### src/rtl/pencoder4to2.sv
// rtl/pencoder4to2.sv - serialises a multi-hot 4-bit request vector into binary indices
// Accepts a vector in IDLE, then emits one index per handshake in priority order.
module pencoder4to2 #(
    parameter bit MSB_FIRST = 1'b1
) (
    input  logic       clk,
    input  logic       rst_n,
    input  logic       in_valid,
    output logic       in_ready,
    input  logic [3:0] in,
    output logic       out_valid,
    input  logic       out_ready,
    output logic [1:0] out,
    output logic       out_last
);

    typedef enum logic {
        IDLE = 1'b0,
        EMIT = 1'b1
    } state_t;

    state_t     state_q, state_d;
    logic [3:0] pending_q, pending_d;
    logic [1:0] out_q, out_d;
    logic       last_q, last_d;
    logic [3:0] clr_mask;
    logic [3:0] remain;

    function automatic logic [1:0] enc(input logic [3:0] v);
        logic [1:0] r;
        if (MSB_FIRST) begin
            r = v[3] ? 2'd3 : v[2] ? 2'd2 : v[1] ? 2'd1 : 2'd0;
        end else begin
            r = v[0] ? 2'd0 : v[1] ? 2'd1 : v[2] ? 2'd2 : 2'd3;
        end
        return r;
    endfunction

    function automatic logic one_hot(input logic [3:0] v);
        return (v != 4'd0) && ((v & (v - 4'd1)) == 4'd0);
    endfunction

    always_comb begin
        state_d   = state_q;
        pending_d = pending_q;
        out_d     = out_q;
        last_d    = last_q;
        clr_mask  = 4'b0001 << out_q;
        remain    = pending_q & ~clr_mask;
        case (state_q)
            IDLE: begin
                // Zero vectors are consumed silently; nothing to emit.
                if (in_valid && (in != 4'd0)) begin
                    state_d   = EMIT;
                    pending_d = in;
                    out_d     = enc(in);
                    last_d    = one_hot(in);
                end
            end
            EMIT: begin
                if (out_ready) begin
                    if (last_q) begin
                        state_d   = IDLE;
                        pending_d = 4'd0;
                        last_d    = 1'b0;
                    end else begin
                        pending_d = remain;
                        out_d     = enc(remain);
                        last_d    = one_hot(remain);
                    end
                end
            end
            default: state_d = IDLE;
        endcase
    end

    always_ff @(posedge clk or negedge rst_n) begin
        if (!rst_n) begin
            state_q   <= IDLE;
            pending_q <= 4'd0;
            out_q     <= 2'd0;
            last_q    <= 1'b0;
        end else begin
            state_q   <= state_d;
            pending_q <= pending_d;
            out_q     <= out_d;
            last_q    <= last_d;
        end
    end

    assign in_ready  = (state_q == IDLE);
    assign out_valid = (state_q == EMIT);
    assign out       = out_q;
    assign out_last  = last_q;

endmodule

### config.mk
export PLATFORM = sky130hd
export DESIGN_NAME = pencoder4to2
export DESIGN_NICKNAME = d
export VERILOG_FILES = /design/src/rtl/pencoder4to2.sv
export SDC_FILE = /design/constraint.sdc
export NUM_CORES = 1
export LEC_CHECK = 0
export CORE_AREA = 4 4 41 43
export CTS_BUF_LIST = sky130_fd_sc_hd__clkbuf_4
export DETAILED_ROUTE_END_ITERATION = 16
export DIE_AREA = 0 0 45 47
export PLACE_DENSITY = 0.76
export SLEW_MARGIN = 10
export SYNTH_ARGS = -nofsm -noshare
export SYNTH_HDL_FRONTEND = slang
export SYNTH_SLANG_ARGS = --single-unit
### constraint.sdc
create_clock -name clk -period 1.7 [get_ports clk]
set_input_delay 0.51 -clock clk [delete_from_list [all_inputs] [get_ports clk]]
set_output_delay 0.51 -clock clk [all_outputs]
set_load 0.05 [all_outputs]
==> summary by stage <==
Floorplanning
The floorplan step set the die height to between 40 and 50 um. The starting density of the core is 47.0%. The floorplan step defined a core boundary enclosing 0.00130 mm^2. The floorplan has 13 rows. Pin placement for this block handled 13 I/O pins. The overall die area is roughly 0.0021 mm^2.

From left edge to right edge, the die measures ~45 um.

STA
The post-layout worst setup margin is ~46 ps. The worst pin sits at a relative slew slack of 75.1%. The highest clock frequency the design can meet is 604 MHz. The clock arrives with ~13 ps of skew. The number of pins exceeding their max-slew limit in the final report is 0. Setup repair after global routing left no endpoint under its margin. After layout, the minimum clock period comes to 1650 ps. For the pin with the worst max-slew slack, the measured transition is between 300 and 400 ps. The number of setup violations in the final report is 0. After layout, the worst path uses 97.3% of the clock period. The number of endpoints with negative hold slack in the final report is 0.

Logic synthesis
In this run the biggest area consumer among cell types represents around 33% of the synthesized area. Counting distinct cell types in the post-synthesis netlist gives 34. For this run, the number of Yosys warnings is 0. By area the synthesized netlist is led by sky130_fd_sc_hd__dfrtp_1 (33%), sky130_fd_sc_hd__a22o_1 (7.2%), sky130_fd_sc_hd__o21ai_0 (4.9%). The library cell with the largest summed area after synthesis is sky130_fd_sc_hd__dfrtp_1. Counting every instance in the synthesized netlist gives 76. In this run, synthesis produced a sequential element count of 8. The number of nets in the synthesized netlist is between 80 and 90. The mean instance size in the synthesized netlist is around 8.1 um^2. The mapped netlist covers 612 um^2. The sequential element share of the synthesized area is 32.7%.

Drt
The detail route stage leaves a number of antenna-violating nets equal to 0. The first detailed-routing pass ran for 4 iterations. The final routed DRC violation total is 0. The detailed router's first-iteration violation count is 23. The wire length per cell is approximately 15 um. In the routed layout, each cell is associated on average with a via count of 5.99. The overall via count from detail_route is between 600 and 700.

The total wire length is 1.61 mm.

Setup path
Walking the worst path, the cells encountered are dlygate4sd2_1, or4_1, and3_4, a21o_4, a22o_1. STA puts the critical path data required time at around 1900 ps. The worst setup path is of the input port to register kind. Data on the critical path arrives at its endpoint at between 1500 and 2000 ps. For this run, the slowest stage of the critical path takes ~470 ps. The highest fanout seen on the critical path is 8. The kind of cell with the highest combined delay along the critical path is simple AND/OR/NAND/NOR gates.

The worst setup path is captured at a register. For this design, the slowest cell found on the critical path is sky130_fd_sc_hd__or4_1. The sort of element at the start of the critical path is an input port.

Counting both buffers and inverters, the worst setup path holds a total of 1.

Global routing
The first global-routing pass estimated 2.77 mm of wire. Summed over all layers, the global routing overflow is 0. The global routing met1 resource utilization is between 10% and 20%. Global routing used 2.30% of the available met3 tracks. The total global-route track usage is 18.3%. The number of global-route vias before repair is 646. The initial antenna violation count is 0. The pin count of the biggest net entering global routing is 11. The layer flagged by global routing as most heavily used is met2. For this run, global-route usage on met2 was measured as approximately a third.

Job
Max-cap violations in this run came to 0.

Worst hold path
The worst hold path belongs to the class input port to async pin.

Clocking
The total setup buffers inserted after CTS is 0. After clock tree synthesis, the clock-pin slew on the worst setup and hold paths is about 70 ps. The tree is rooted in a sky130_fd_sc_hd__clkbuf_4. The number of buffers between clock root and the deepest sink is 2. The clock sink count is 8. The TritonCTS clock tree is built. The clock latency at the later pin of the worst-skew pair is 270 ps.

CTS built an H-tree with a depth of 1. The number of buffers inserted during clock tree synthesis is 3.

Pwr
The leakage power total is ~0.37 nW. Dividing total power by cell area gives a power density of roughly 2200 mW/mm^2. The worst-case IR drop observed on VDD is 1.48 mV.

Placement
Input and output buffers added on the ports amount to 12. The post-placement setup slack is -468 ps. The number of cells after detailed placement is between 100 and 150.

The detailed placer's ending HPWL is roughly 1.2 mm. The congestion estimate from routability-driven global placement came to a little over 0.8. In this run the cell area measured after placement is 838 um^2.

Layout
Excluding fillers, the count of instances in the completed layout stands at 109. Relative to the synthesized area, the layout overhead comes to 42.3%. At the end of the flow, the number of nets in the layout was 103.

The share of layout cells above drive strength 1 is 27.7%. The share of the core filled with cells in the final layout is around two thirds. The number of antenna cells inserted is 0. After routing the design area is approximately 870 um^2.

Outcome
The flow ran to the end, and the final reports show no timing, DRC or antenna violations.
metal layers:
layer | up-vias | routed length (um)
met3 | 11 | 108
met1 | 297 | 649
met4 | 0 | 90
li1 | 315 | -
met2 | 30 | 756
met5 | - | 0
registers in the layout, summed over array words and instances (netlist names):
register   flops
out            2
pending_q      4
out_last       1
out_valid      1
cell usage after synthesis:
master	n
sky130_fd_sc_hd__maj3_1	1
sky130_fd_sc_hd__or4_1	1
sky130_fd_sc_hd__mux2i_1	1
sky130_fd_sc_hd__or2b_1	1
sky130_fd_sc_hd__a21o_1	1
sky130_fd_sc_hd__dfrtp_1	8
sky130_fd_sc_hd__nor4b_1	1
sky130_fd_sc_hd__nand2_1	6
sky130_fd_sc_hd__a211o_1	1
sky130_fd_sc_hd__o21a_2	1
sky130_fd_sc_hd__inv_2	1
sky130_fd_sc_hd__inv_1	3
sky130_fd_sc_hd__a31oi_1	3
sky130_fd_sc_hd__o21ai_0	6
sky130_fd_sc_hd__buf_6	1
sky130_fd_sc_hd__a21oi_1	5
sky130_fd_sc_hd__and3_1	2
sky130_fd_sc_hd__a22o_1	5
sky130_fd_sc_hd__o311ai_0	1
sky130_fd_sc_hd__clkbuf_1	5
sky130_fd_sc_hd__o21ai_1	4
sky130_fd_sc_hd__nand2_2	1
sky130_fd_sc_hd__nor2b_1	1
sky130_fd_sc_hd__a32oi_1	1
sky130_fd_sc_hd__nor4_1	1
sky130_fd_sc_hd__o21ai_2	1
sky130_fd_sc_hd__o22ai_1	1
sky130_fd_sc_hd__xor2_1	1
sky130_fd_sc_hd__nor3_1	2
sky130_fd_sc_hd__a211oi_1	1
sky130_fd_sc_hd__buf_2	1
sky130_fd_sc_hd__a21o_4	1
sky130_fd_sc_hd__o22a_1	1
sky130_fd_sc_hd__nor2_1	5
area by class of cell:
type	instances	area [um^2]
Clock buffer	4	30.0
Fill cell	108	430
Inverter	4	18.8
Multi-Input combinational cell	57	367
Sequential cell	8	201
Tap cell	15	18.8
Timing Repair Buffer	21	235
layout by cell type (no fill, tap or decap), types with 2 or more instances in the layout:
cell type	instances
sky130_fd_sc_hd__clkbuf_4	4
sky130_fd_sc_hd__o21ai_1	4
sky130_fd_sc_hd__dlygate4sd2_1	2
sky130_fd_sc_hd__o21ai_0	6
sky130_fd_sc_hd__a21oi_1	5
sky130_fd_sc_hd__nand2_1	6
sky130_fd_sc_hd__a31oi_1	3
sky130_fd_sc_hd__a22o_1	5
sky130_fd_sc_hd__clkdlybuf4s50_1	3
sky130_fd_sc_hd__dfrtp_1	7
sky130_fd_sc_hd__buf_4	9
sky130_fd_sc_hd__inv_1	2
sky130_fd_sc_hd__nor3_1	2
sky130_fd_sc_hd__buf_12	5
sky130_fd_sc_hd__nor2_1	5
sky130_fd_sc_hd__clkdlybuf4s15_1	2
through the flow:
step | setup TNS, ps | power, mW | hold slack, ps
after floorplan | -534 | 1.22 | 214
after global placement | -3310 | 1.66 | 630
after detailed placement | -3450 | 1.69 | 626
after CTS | 0 | 1.89 | 527
after global routing | 0 | 2.02 | 551
final | 0 | 1.89 | 516
power breakdown:
| part | total [mW] | leakage (nW) | switching, mW | internal (mW) |
|---|---|---|---|---|
| combinational | 1.25 | 0.258 | 0.657 | 0.596 |
| clock | 0.185 | 0.0184 | 0.0786 | 0.106 |
| sequential | 0.455 | 0.0980 | 0.168 | 0.287 |
| total | 1.89 | 0.375 | 0.904 | 0.989 |
cell families after synthesis:
family | after synthesis | share of synthesized area (%)
adders and majority gates | 1 | 1.64
and+or+nand+nor | 21 | 17.4
AOI/OAI and AO/OA | 33 | 37.0
DFF | 8 | 32.7
buffers and inverters | 11 | 8.18
xor gates and xnor gates | 1 | 1.43
muxes | 1 | 1.64
what timing repair did:
item / in CTS / in global routing
gates cloned: 0 / 0
hold buffers: 0 / 0
resized for setup: 6 / 1
endpoints found under the setup margin: 8 / 6
pin swaps: 4 / 2
worst paths after layout:
path / slack [ps] / to / from / depth (start not counted)
max in group asynchronous: 900 / out_valid / rst_n / 1
min reg2reg: 640 / pending_q[0] / pending_q[0] / 1
min in group clk: 640 / pending_q[0] / pending_q[0] / 1
max reg2reg: 140 / out_last / out_valid / 5
max: 50 / out[0] / in[2] / 5
min: 520 / pending_q[3] / rst_n / 1
Power figures use the tool's default switching activity.
